### src/rtl/tictactoe_autoplayer.sv
// rtl/tictactoe_autoplayer.sv - automated tic-tac-toe opponent for the game controller
//
// Purpose:
//   Watches the controller's turn flags, board and status. When its own turn
//   is seen it scans the eight treys for a win (and optionally a block) over
//   a fixed number of cycles, picks a square, drives a one-hot sel_pos_o and
//   pulses its side's button for one cycle. An error status marks the square
//   as tried and forces a rescan; a 15-cycle silence rescans without marking.
//
// Ports:
//   clk_i            clock, rising edge
//   reset_i          synchronous active-low reset
//   enable_i         autoplay permitted when high
//   turnX_i/turnO_i  controller turn flags
//   occ_square_i     square occupied mask (bit i = square i)
//   occ_player_i     tile type per square, 1 = X, 0 = O
//   game_st_ascii_i  controller status character, 8'h45 = error
//   sel_pos_o        one-hot selected square, zero when idle
//   buttonX_o        press pulse when PLAYER = 1, else tied 0
//   buttonO_o        press pulse when PLAYER = 0, else tied 0
//   busy_o           high in every state except IDLE
//   stuck_o          sticky: no legal untried square remained at PICK
//   move_cnt_o       accepted moves, saturating at 9
//
// Configuration macro: AUTOPLAY_BLOCK_EN adds the block scan (18-cycle press
// latency); without it the win scan goes straight to PICK (10 cycles).

module tictactoe_autoplayer #(
  parameter int PLAYER = 0
) (
  input  logic       clk_i,
  input  logic       reset_i,
  input  logic       enable_i,
  input  logic       turnX_i,
  input  logic       turnO_i,
  input  logic [8:0] occ_square_i,
  input  logic [8:0] occ_player_i,
  input  logic [7:0] game_st_ascii_i,
  output logic [8:0] sel_pos_o,
  output logic       buttonX_o,
  output logic       buttonO_o,
  output logic       busy_o,
  output logic       stuck_o,
  output logic [3:0] move_cnt_o
);

  localparam bit IS_X = (PLAYER != 0);

  typedef enum logic [2:0] {
    S_IDLE,
    S_SCAN_WIN,
    S_SCAN_BLOCK,
    S_PICK,
    S_PRESS,
    S_WAIT_ACK,
    S_RETRY
  } state_t;

  state_t     state_q;
  logic [2:0] trey_q;
  logic [3:0] wait_cnt_q;
  logic [8:0] tried_q;
  logic [8:0] win_q;
  logic [8:0] sel_pos_q;
  logic       button_q;
  logic       stuck_q;
  logic [3:0] move_cnt_q;

  logic [8:0] own;
  logic [8:0] free;
  logic       my_turn;
  logic [8:0] win_d;
  logic [8:0] target_d;

  // Squares of trey t, in table order 852, 741, 630, 876, 543, 210, 840, 642.
  function automatic logic [8:0] trey_mask(input logic [2:0] t);
    case (t)
      3'd0:    trey_mask = 9'h124;
      3'd1:    trey_mask = 9'h092;
      3'd2:    trey_mask = 9'h049;
      3'd3:    trey_mask = 9'h1C0;
      3'd4:    trey_mask = 9'h038;
      3'd5:    trey_mask = 9'h007;
      3'd6:    trey_mask = 9'h111;
      default: trey_mask = 9'h054;
    endcase
  endfunction

  function automatic logic [3:0] popcount9(input logic [8:0] v);
    popcount9 = 4'd0;
    for (int i = 0; i < 9; i++) begin
      popcount9 = popcount9 + {3'b000, v[i]};
    end
  endfunction

  // Two of the trey's squares in m and the third free: return that third
  // square one-hot. m is always a subset of the occupied squares, so at most
  // one square of the trey can satisfy the test.
  function automatic logic [8:0] trey_hit(input logic [8:0] m, input logic [8:0] fr,
                                          input logic [2:0] t);
    logic [8:0] tm;
    tm = trey_mask(t);
    if (popcount9(m & tm) == 4'd2) trey_hit = tm & ~m & fr;
    else                           trey_hit = 9'h000;
  endfunction

  // Positional preference: centre, corners, then edges.
  function automatic logic [8:0] fallback(input logic [8:0] fr);
    if      (fr[4]) fallback = 9'h010;
    else if (fr[8]) fallback = 9'h100;
    else if (fr[6]) fallback = 9'h040;
    else if (fr[2]) fallback = 9'h004;
    else if (fr[0]) fallback = 9'h001;
    else if (fr[7]) fallback = 9'h080;
    else if (fr[5]) fallback = 9'h020;
    else if (fr[3]) fallback = 9'h008;
    else if (fr[1]) fallback = 9'h002;
    else            fallback = 9'h000;
  endfunction

  assign own     = occ_square_i & (IS_X ? occ_player_i : ~occ_player_i);
  assign free    = ~occ_square_i & ~tried_q;
  assign my_turn = IS_X ? turnX_i : turnO_i;

  // Candidates including the trey tested this cycle, so the target can be
  // loaded on the same edge that finishes the last scan.
  assign win_d = (state_q == S_SCAN_WIN && win_q == 9'h000) ? trey_hit(own, free, trey_q) : win_q;

`ifdef AUTOPLAY_BLOCK_EN
  logic [8:0] opp;
  logic [8:0] blk_q;
  logic [8:0] blk_d;

  assign opp      = occ_square_i & ~own;
  assign blk_d    = (state_q == S_SCAN_BLOCK && blk_q == 9'h000) ? trey_hit(opp, free, trey_q) : blk_q;
  assign target_d = (win_d != 9'h000) ? win_d :
                    (blk_d != 9'h000) ? blk_d : fallback(free);
`else
  assign target_d = (win_d != 9'h000) ? win_d : fallback(free);
`endif

  always_ff @(posedge clk_i) begin
    if (!reset_i) begin
      state_q    <= S_IDLE;
      trey_q     <= 3'd0;
      wait_cnt_q <= 4'd0;
      tried_q    <= 9'h000;
      win_q      <= 9'h000;
      sel_pos_q  <= 9'h000;
      button_q   <= 1'b0;
      stuck_q    <= 1'b0;
      move_cnt_q <= 4'd0;
`ifdef AUTOPLAY_BLOCK_EN
      blk_q      <= 9'h000;
`endif
    end else begin
      button_q <= 1'b0;
      if (state_q != S_IDLE && !enable_i) begin
        state_q   <= S_IDLE;
        sel_pos_q <= 9'h000;
        tried_q   <= 9'h000;
        trey_q    <= 3'd0;
      end else begin
        case (state_q)
          S_IDLE: begin
            if (enable_i && my_turn) begin
              state_q <= S_SCAN_WIN;
              trey_q  <= 3'd0;
              win_q   <= 9'h000;
`ifdef AUTOPLAY_BLOCK_EN
              blk_q   <= 9'h000;
`endif
            end
          end
          S_SCAN_WIN: begin
            win_q  <= win_d;
            trey_q <= trey_q + 3'd1;
            if (trey_q == 3'd7) begin
`ifdef AUTOPLAY_BLOCK_EN
              state_q   <= S_SCAN_BLOCK;
`else
              state_q   <= S_PICK;
              sel_pos_q <= target_d;
`endif
            end
          end
`ifdef AUTOPLAY_BLOCK_EN
          S_SCAN_BLOCK: begin
            blk_q  <= blk_d;
            trey_q <= trey_q + 3'd1;
            if (trey_q == 3'd7) begin
              state_q   <= S_PICK;
              sel_pos_q <= target_d;
            end
          end
`endif
          S_PICK: begin
            // A zero target means every square is occupied or tried.
            if (sel_pos_q == 9'h000) begin
              stuck_q <= 1'b1;
              state_q <= S_IDLE;
            end else begin
              button_q <= 1'b1;
              state_q  <= S_PRESS;
            end
          end
          S_PRESS: begin
            wait_cnt_q <= 4'd0;
            state_q    <= S_WAIT_ACK;
          end
          S_WAIT_ACK: begin
            if (game_st_ascii_i == 8'h45) begin
              tried_q <= tried_q | sel_pos_q;
              state_q <= S_RETRY;
            end else if (!my_turn) begin
              if (move_cnt_q != 4'd9) move_cnt_q <= move_cnt_q + 4'd1;
              tried_q   <= 9'h000;
              sel_pos_q <= 9'h000;
              state_q   <= S_IDLE;
            end else if (wait_cnt_q == 4'd14) begin
              state_q <= S_RETRY;
            end else begin
              wait_cnt_q <= wait_cnt_q + 4'd1;
            end
          end
          S_RETRY: begin
            sel_pos_q <= 9'h000;
            trey_q    <= 3'd0;
            win_q     <= 9'h000;
`ifdef AUTOPLAY_BLOCK_EN
            blk_q     <= 9'h000;
`endif
            state_q   <= S_SCAN_WIN;
          end
          default: state_q <= S_IDLE;
        endcase
      end
    end
  end

  assign sel_pos_o  = sel_pos_q;
  assign buttonX_o  = IS_X ? button_q : 1'b0;
  assign buttonO_o  = IS_X ? 1'b0 : button_q;
  assign busy_o     = (state_q != S_IDLE);
  assign stuck_o    = stuck_q;
  assign move_cnt_o = move_cnt_q;

endmodule

### config.mk
export PLATFORM = sky130hd
export DESIGN_NAME = tictactoe_autoplayer
export DESIGN_NICKNAME = d
export VERILOG_FILES = /design/src/rtl/tictactoe_autoplayer.sv
export SDC_FILE = /design/constraint.sdc
export NUM_CORES = 1
export LEC_CHECK = 0
export BUFFER_PORTS_ARGS = -buffer_cell sky130_fd_sc_hd__buf_2
export CELL_PAD_IN_SITES_DETAIL_PLACEMENT = 2
export CELL_PAD_IN_SITES_GLOBAL_PLACEMENT = 2
export CORE_MARGIN = 10
export CORE_UTILIZATION = 36
export DETAILED_ROUTE_END_ITERATION = 6
export HOLD_SLACK_MARGIN = 0.02
export PLACE_DENSITY = 0.9
export SLEW_MARGIN = 10
export SYNTH_ARGS = -nofsm -noshare
export SYNTH_HDL_FRONTEND = slang
export SYNTH_SLANG_ARGS = --single-unit
### constraint.sdc
create_clock -name clk_i -period 12.55 [get_ports clk_i]
set_clock_uncertainty 0.2 [all_clocks]
set_input_delay 1.255 -clock clk_i [delete_from_list [all_inputs] [get_ports clk_i]]
set_output_delay 1.255 -clock clk_i [all_outputs]
set_load 0.01 [all_outputs]
==> results of run 1 <==
[metal layers]
metal	vias to the layer above	wire [um]	track usage [%]	part of all wire, %
met1	1415	4804	22.50	45
met2	84	5107	32.16	48
met5	-	0	0	0
met4	0	219	6.309	2.1
met3	19	434	3.304	4.1
li1	1345	-	-	-
[cells by family after synthesis]
logic type,count (synthesis),share of synthesized area (%)
AND/OR/NAND/NOR,156,29.46
AO/OA/AOI/OAI,99,24.53
flip-flops,43,30.30
buffers and inverters,32,5.328
adder cells (fa/ha/maj),17,8.807
XOR/XNOR,3,0.9249
other,1,0.1320
multiplexers,1,0.5282
[worst max-delay path by stage]
stage,to,slack (ps),cells past startpoint
2_1_floorplan,sel_pos_o[1]$_SDFFE_PP0P_,7170,14
3_3_place_gp,win_q[1]$_SDFFE_PN0P_,6570,19
3_5_place_dp,sel_pos_o[1]$_SDFFE_PP0P_,6230,19
4_1_cts,sel_pos_o[1]$_SDFFE_PP0P_,6150,19
5_1_grt,sel_pos_o[3]$_SDFFE_PP0P_,5700,19
6_report,sel_pos_o[1]$_SDFFE_PP0P_,6180,19
[worst max-delay path: cells and delay by family, from the launching register on]
family          cells  cell delay (ps)
compound gates      5             1400
fa+ha+maj           6             2730
flops               1              710
buf+inv             3              190
simple gates        5             1060
[synthesized netlist by cell type, drive strengths merged, types with 6 or more instances]
cell type   n
o21ai      14
a21oi      41
nand4       6
buf         9
nor2       58
ha         12
dfxtp      43
and2        8
a31oi       8
nand2      19
clkbuf      8
nor4        8
nor3       16
inv        15
nand3       6
[power by group through the flow]
stage	registers (mW)	clock network [mW]	logic, mW
floorplan	0.140	0	0.0219
global placement	0.141	0	0.0329
detailed placement	0.141	0	0.0348
CTS	0.138	0.0904	0.0354
global route	0.138	0.0973	0.0393
finish	0.138	0.0908	0.0353
[registers in the layout (all words and copies together) (netlist names)]
signal	cells
win_q	9
state_q	3
sel_pos_o	9
move_cnt_o	4
stuck_o	1
wait_cnt_q	4
tried_q	9
buttonO_o	1
trey_q	3
[final cells by class]
type	count	share of cell area [%]
clock inverters	3	0.4706
multi-input cells	277	57.33
repair buffers	46	7.294
clock buffers	5	2.157
inverters	15	1.765
well taps	102	4.000
flip-flops and latches	43	26.98
[per-stage QoR]
step,hold WS [ps],instances,instance area (sq um),power (mW)
floorplan,254.6,352,2841,0.1622
global placement,281.0,483,3107,0.1737
CTS,322.3,491,3191,0.2635
global route,351.4,491,3191,0.2744
finish,321.0,491,3191,0.2638
detailed placement,309.4,483,3107,0.1757
==> flow_summary.ini, run 1 <==
[place]
place_worst_setup_slack_ps = 6233
dp_hpwl_mm = 8.272
gp_congestion = 0.9179
port_buffers = 45

[power]
clkPwrFrac_pct = 34.4
combPwrFrac_pct = 13.4
sw_frac_of_total_pct = 28.79
p_leak_nw = 1.247
p_int_mw = 0.1879
peakVddDrop_uv = 40.25
power.density_nw_per_um2 = 82.69
pwr-share-seq_pct = 52.2
switchingPower_mw = 0.07595

[route]
num_vias = 2863
vias_per_cell = 5.831
routed_wl_mm = 10.57
antenna_left = 0
routedWlPerCell_um = 21.52
drt_iter0_drc = 117
dr.pass1.iters = 4
drc = 0

[sta]
layout_setup_ws_ps = 6182
clock.fmax_mhz = 157.0
slew_viol_final = 0
tightest_slew_ps = 891.1
fin_crit_ps = 6368
finalSetupTns_ps = 0
finalCritPeriodShare_pct = 50.74
setup-violations-final = 0
hold_viol = 0
rsz0062_at_grt = false
relSlewSlack_pct = 40.48

[finish]
layout-drive-gt1-share_pct = 19.28
finish.utilization_pct = 41.50
regArea_sq_um = 860.8
final_cell_mix = 58 x nor2_1, 45 x buf_2, 43 x dfxtp_1
final.fill_count = 919
area_delta_synth_final_pct = 12.29
final_net_count = 436
final_common_cell = nor2_1
antennaDiodeCount = 0
multi_input_area_sq_um = 1829

[cts]
ctsResizeCount = 0
cts_inserted_buffers = 5
clockRootBuffer = clkbuf_8
cts_sinks = 43
cts_tree = yes
postCtsSetupBuffers = 0
clk_path_buf_depth = 2
postCtsHoldBufs = 0
cts_max_level = 2
clk_pin_slew_ps = 90
clock_latency_ps = 300

[setup_path]
cp.required_ps = 12570
regToRegStartpoint = trey_q[2]$_SDFFE_PP0P_
cpMostUsedCell = fa_1
r2r_end = sel_pos_o[1]$_SDFFE_PP0P_
r2r_setup_slack_ps = 6180
slowest_delay_ps = 710
crit_arrival_ps = 6390
start_kind = register
cp-startpoint = trey_q[2]$_SDFFE_PP0P_
path_class = reg -> reg
slowest_stage = dfxtp_1
crit_fanout = 13
cp-end-kind = register
worstPathCellList = inv_2 > ha_1 > nor3_1 > nor2_1 > a21oi_1 > nand3b_1 > fa_1 > inv_1 > fa_1 > fa_1 > inv_1 > fa_1 > fa_1 > nor2b_1 > a31oi_1 > o21ai_0 > o31ai_2 > nand4_1 > o31ai_2
rr_worst_depth = 19

[global_route]
grt_max_degree = 22
grt_pass1_vias = 3279
antenna_found_initial = 0
grt_overflow = 0
grt.total_usage_pct = 18.52
grt_pass1_wl_mm = 17.63

[floorplanning]
fp-row-count = 32
ios = 48
core_area_sq_um = 7687
die_h_um = 108.8
die_w_um = 108.8
dieArea_sq_um = 11850
initial_core_util_pct = 36.96

[min_path]
whs_endpoint = wait_cnt_q[1]$_SDFFE_PN0P_
hold_path.class = reg -> reg
hold_depth = 2
hp-start = wait_cnt_q[1]$_SDFFE_PN0P_

[synthesis]
synthTopCellsByArea = dfxtp_1 30%, nor2_1 7.7%, a21oi_1 7.0%
synth.distinct_cells = 65
synth_cells = 352
async_flop_share_pct = 0
syn-mean-instance-area_sq_um = 8.072
synthesis.area_sq_um = 2841
synth_ff_type = dfxtp_1
synth_edf_count = 0
synth_top_area_share_pct = 30.30
yosysWarningCount = 0
yosysSeqAreaShare_pct = 30.30
synthesis.nets = 400
synth_seq_cells = 43
synth_top_area_cell = dfxtp_1

[flow_run]
max_cap_violations = 0

[run_status]
outcome = completed
No activity file was read; power rests on OpenSTA's default activity.
==> run 2, diff against run 1 <==
Settings changed: CORE_UTILIZATION 36 to 30, PLACE_DENSITY 0.9 to 0.8.
Clock period 12.55 ns to 5.1 ns, I/O delays scaled along.
==> run 2 against run 1 <==
Effect of this change: the flow now finishes with violations (negative setup slack); critical path depth unchanged; power rose to 2.8 times the previous value; register-to-register slack worse by 6200 ps; sequential cell count unchanged; first-iteration DRC count up 9.4%; global-route usage fell by 2.8 points; die area increased by 16%; via count is 2.9% higher; clock power rose to 3.1 times the previous value; sequential power grew 150%; critical path type unchanged; critical endpoint is now win_q[4]$_SDFFE_PN0P_; highest routed layer unchanged.
==> flow_summary.ini, run 2 (synthesized netlist as in run 1, its figures left out) <==
[finish]
area_delta_synth_final_pct = 29.63
layout-drive-gt1-share_pct = 31.95
fin_area_sq_um = 3684
final_common_cell = nor2_1
antennaDiodeCount = 0
finish.utilization_pct = 39.86
final_cell_mix = 55 x nor2_1, 45 x buf_2, 40 x dfxtp_1
final_net_count = 457
final.fill_count = 1060

[power]
p_int_mw = 0.5275
p_leak_nw = 1.415
switchingPower_mw = 0.2039
clkPwrFrac_pct = 39.0
power.density_nw_per_um2 = 198.6
sw_frac_of_total_pct = 27.88
peakVddDrop_uv = 104.6
combPwrFrac_pct = 14.7
p_total_mw = 0.7314
pwr-share-seq_pct = 46.3

[global_route]
grt_max_degree = 22
grt_pass1_vias = 3271
grt_pass1_wl_mm = 18.09
grt.total_usage_pct = 15.71
grt_overflow = 0
antenna_found_initial = 0

[sta]
rsz0062_at_grt = true
setup-violations-final = 7
fin_crit_ps = 5159
layout_setup_ws_ps = -58.61
slew_viol_final = 0
clock.fmax_mhz = 193.9
hold_viol = 0
finalCritPeriodShare_pct = 101.1
tightest_slew_ps = 1017
relSlewSlack_pct = 32.08

[route]
vias_per_cell = 5.468
drt_iter0_drc = 128
num_vias = 2947
dr.pass1.iters = 4
drc = 0
routed_wl_mm = 10.98
antenna_left = 0
routedWlPerCell_um = 20.36

[place]
place_worst_setup_slack_ps = -411.2
port_buffers = 45
place_area_sq_um = 3321
gp_congestion = 0.8155
dp_hpwl_mm = 8.267

[cts]
cts_inserted_buffers = 5
clock_latency_ps = 320
clockRootBuffer = clkbuf_8
clk_pin_slew_ps = 100
clk_path_buf_depth = 2
cts_max_level = 2
cts_tree = yes
cts_sinks = 43

[setup_path]
start_kind = register
cp.required_ps = 5130
cp-end-kind = register
path_class = reg -> reg
regToRegStartpoint = trey_q[0]$_SDFFE_PP0P_
rr_worst_depth = 19
r2r_end = win_q[4]$_SDFFE_PN0P_
crit_arrival_ps = 5190
crit_fanout = 8
r2r_setup_slack_ps = -60

[min_path]
hp-start = occ_square_i[5]
whs_endpoint = sel_pos_o[5]$_SDFFE_PP0P_
hold_depth = 2
hold_path.class = in -> reg

[run_status]
violations = negative setup slack
outcome = complete, but fails checks

[floorplanning]
ios = 48
dieArea_sq_um = 13760
initial_core_util_pct = 30.75
fp-row-count = 35
die_w_um = 117.3
core_area_sq_um = 9240
die_h_um = 117.3

[flow_run]
max_cap_violations = 0
run 2: cell count changes in the layout (fill, tap and decap cells not counted), moves of 3 or more:
cell     previous run  this run
nor4_1              7         4
nor2_2              0         3
o21ai_0             8         5
nor2_1             58        55
buf_6               0         3
dfxtp_1            43        40
a21oi_1            40        34
o21ai_1             5         8
ha_4                0         5
nor3_1             14        10
buf_4               1        18
ha_1               12         7
a21oi_2             1         7
inv_1              14        11
run 2: metal layers:
layer,vias to the layer above,GRT usage (%),part of all wire [%]
met2,54,26.68,50
met1,1497,19.98,46
met4,0,4.382,1.0
li1,1389,-,-
met3,7,2.350,2.5
met5,-,0,0
run 2: worst max-delay path, cell delays in order, from the launching register on:
cell and delay, ps:
dfxtp_4 400, ha_4 160, ha_4 180, nor2_2 50
or4_4 420, nand4b_1 130, fa_1 430, inv_2 70
fa_1 430, fa_1 500, inv_1 50, fa_2 340
fa_1 500, nor4b_4 250, nand2_2 140, nor3_4 230
buf_12 160, o211a_4 250, a21oi_2 80, nor2_2 120
run 2: worst max path at each step:
| stage | endpoint | from | cells past startpoint |
|---|---|---|---|
| after floorplan | sel_pos_o[8]$_SDFFE_PP0P_ | trey_q[0]$_SDFFE_PP0P_ | 18 |
| after global placement | sel_pos_o[1]$_SDFFE_PP0P_ | trey_q[0]$_SDFFE_PP0P_ | 19 |
| after detailed placement | win_q[4]$_SDFFE_PN0P_ | trey_q[0]$_SDFFE_PP0P_ | 20 |
| after CTS | sel_pos_o[0]$_SDFFE_PP0P_ | trey_q[0]$_SDFFE_PP0P_ | 18 |
| after global routing | win_q[3]$_SDFFE_PN0P_ | trey_q[0]$_SDFFE_PP0P_ | 19 |
| final | win_q[4]$_SDFFE_PN0P_ | trey_q[0]$_SDFFE_PP0P_ | 19 |
run 2: what timing repair did:
action / CTS / global route
buffers inserted: 4 / 2
endpoints found under the setup margin: 18 / 18
resized for setup: 31 / 13
pin swaps: 22 / 15
endpoints found under the hold margin: 0 / 0
hold buffers: 0 / 0
run 2: cell type report:
class,instances,area [sq um],share of cell area [%]
Multi-Input combinational cell,277,2067,56.11
Sequential cell,43,869.6,23.61
Clock inverter,3,43.79,1.189
Clock buffer,5,68.82,1.868
Tap cell,129,161.4,4.382
Inverter,15,58.81,1.596
Timing Repair Buffer,67,414.1,11.24
run 2: through the flow:
stage                     TNS [ps]  std cells  hold slack [ps]
after global routing         -4143        539            237.2
final                       -209.1        539            249.8
after floorplan                  0        352            254.6
after CTS                    -1052        537            234.4
after global placement       -1965        525            291.3
after detailed placement     -5970        525            304.8
run 2: power groups by stage:
stage | Combinational (mW) | Sequential, mW | Clock, mW
floorplan | 0.0557 | 0.345 | 0
global placement | 0.0878 | 0.347 | 0
detailed placement | 0.0928 | 0.347 | 0
CTS | 0.101 | 0.338 | 0.289
global route | 0.118 | 0.339 | 0.304
finish | 0.108 | 0.339 | 0.285
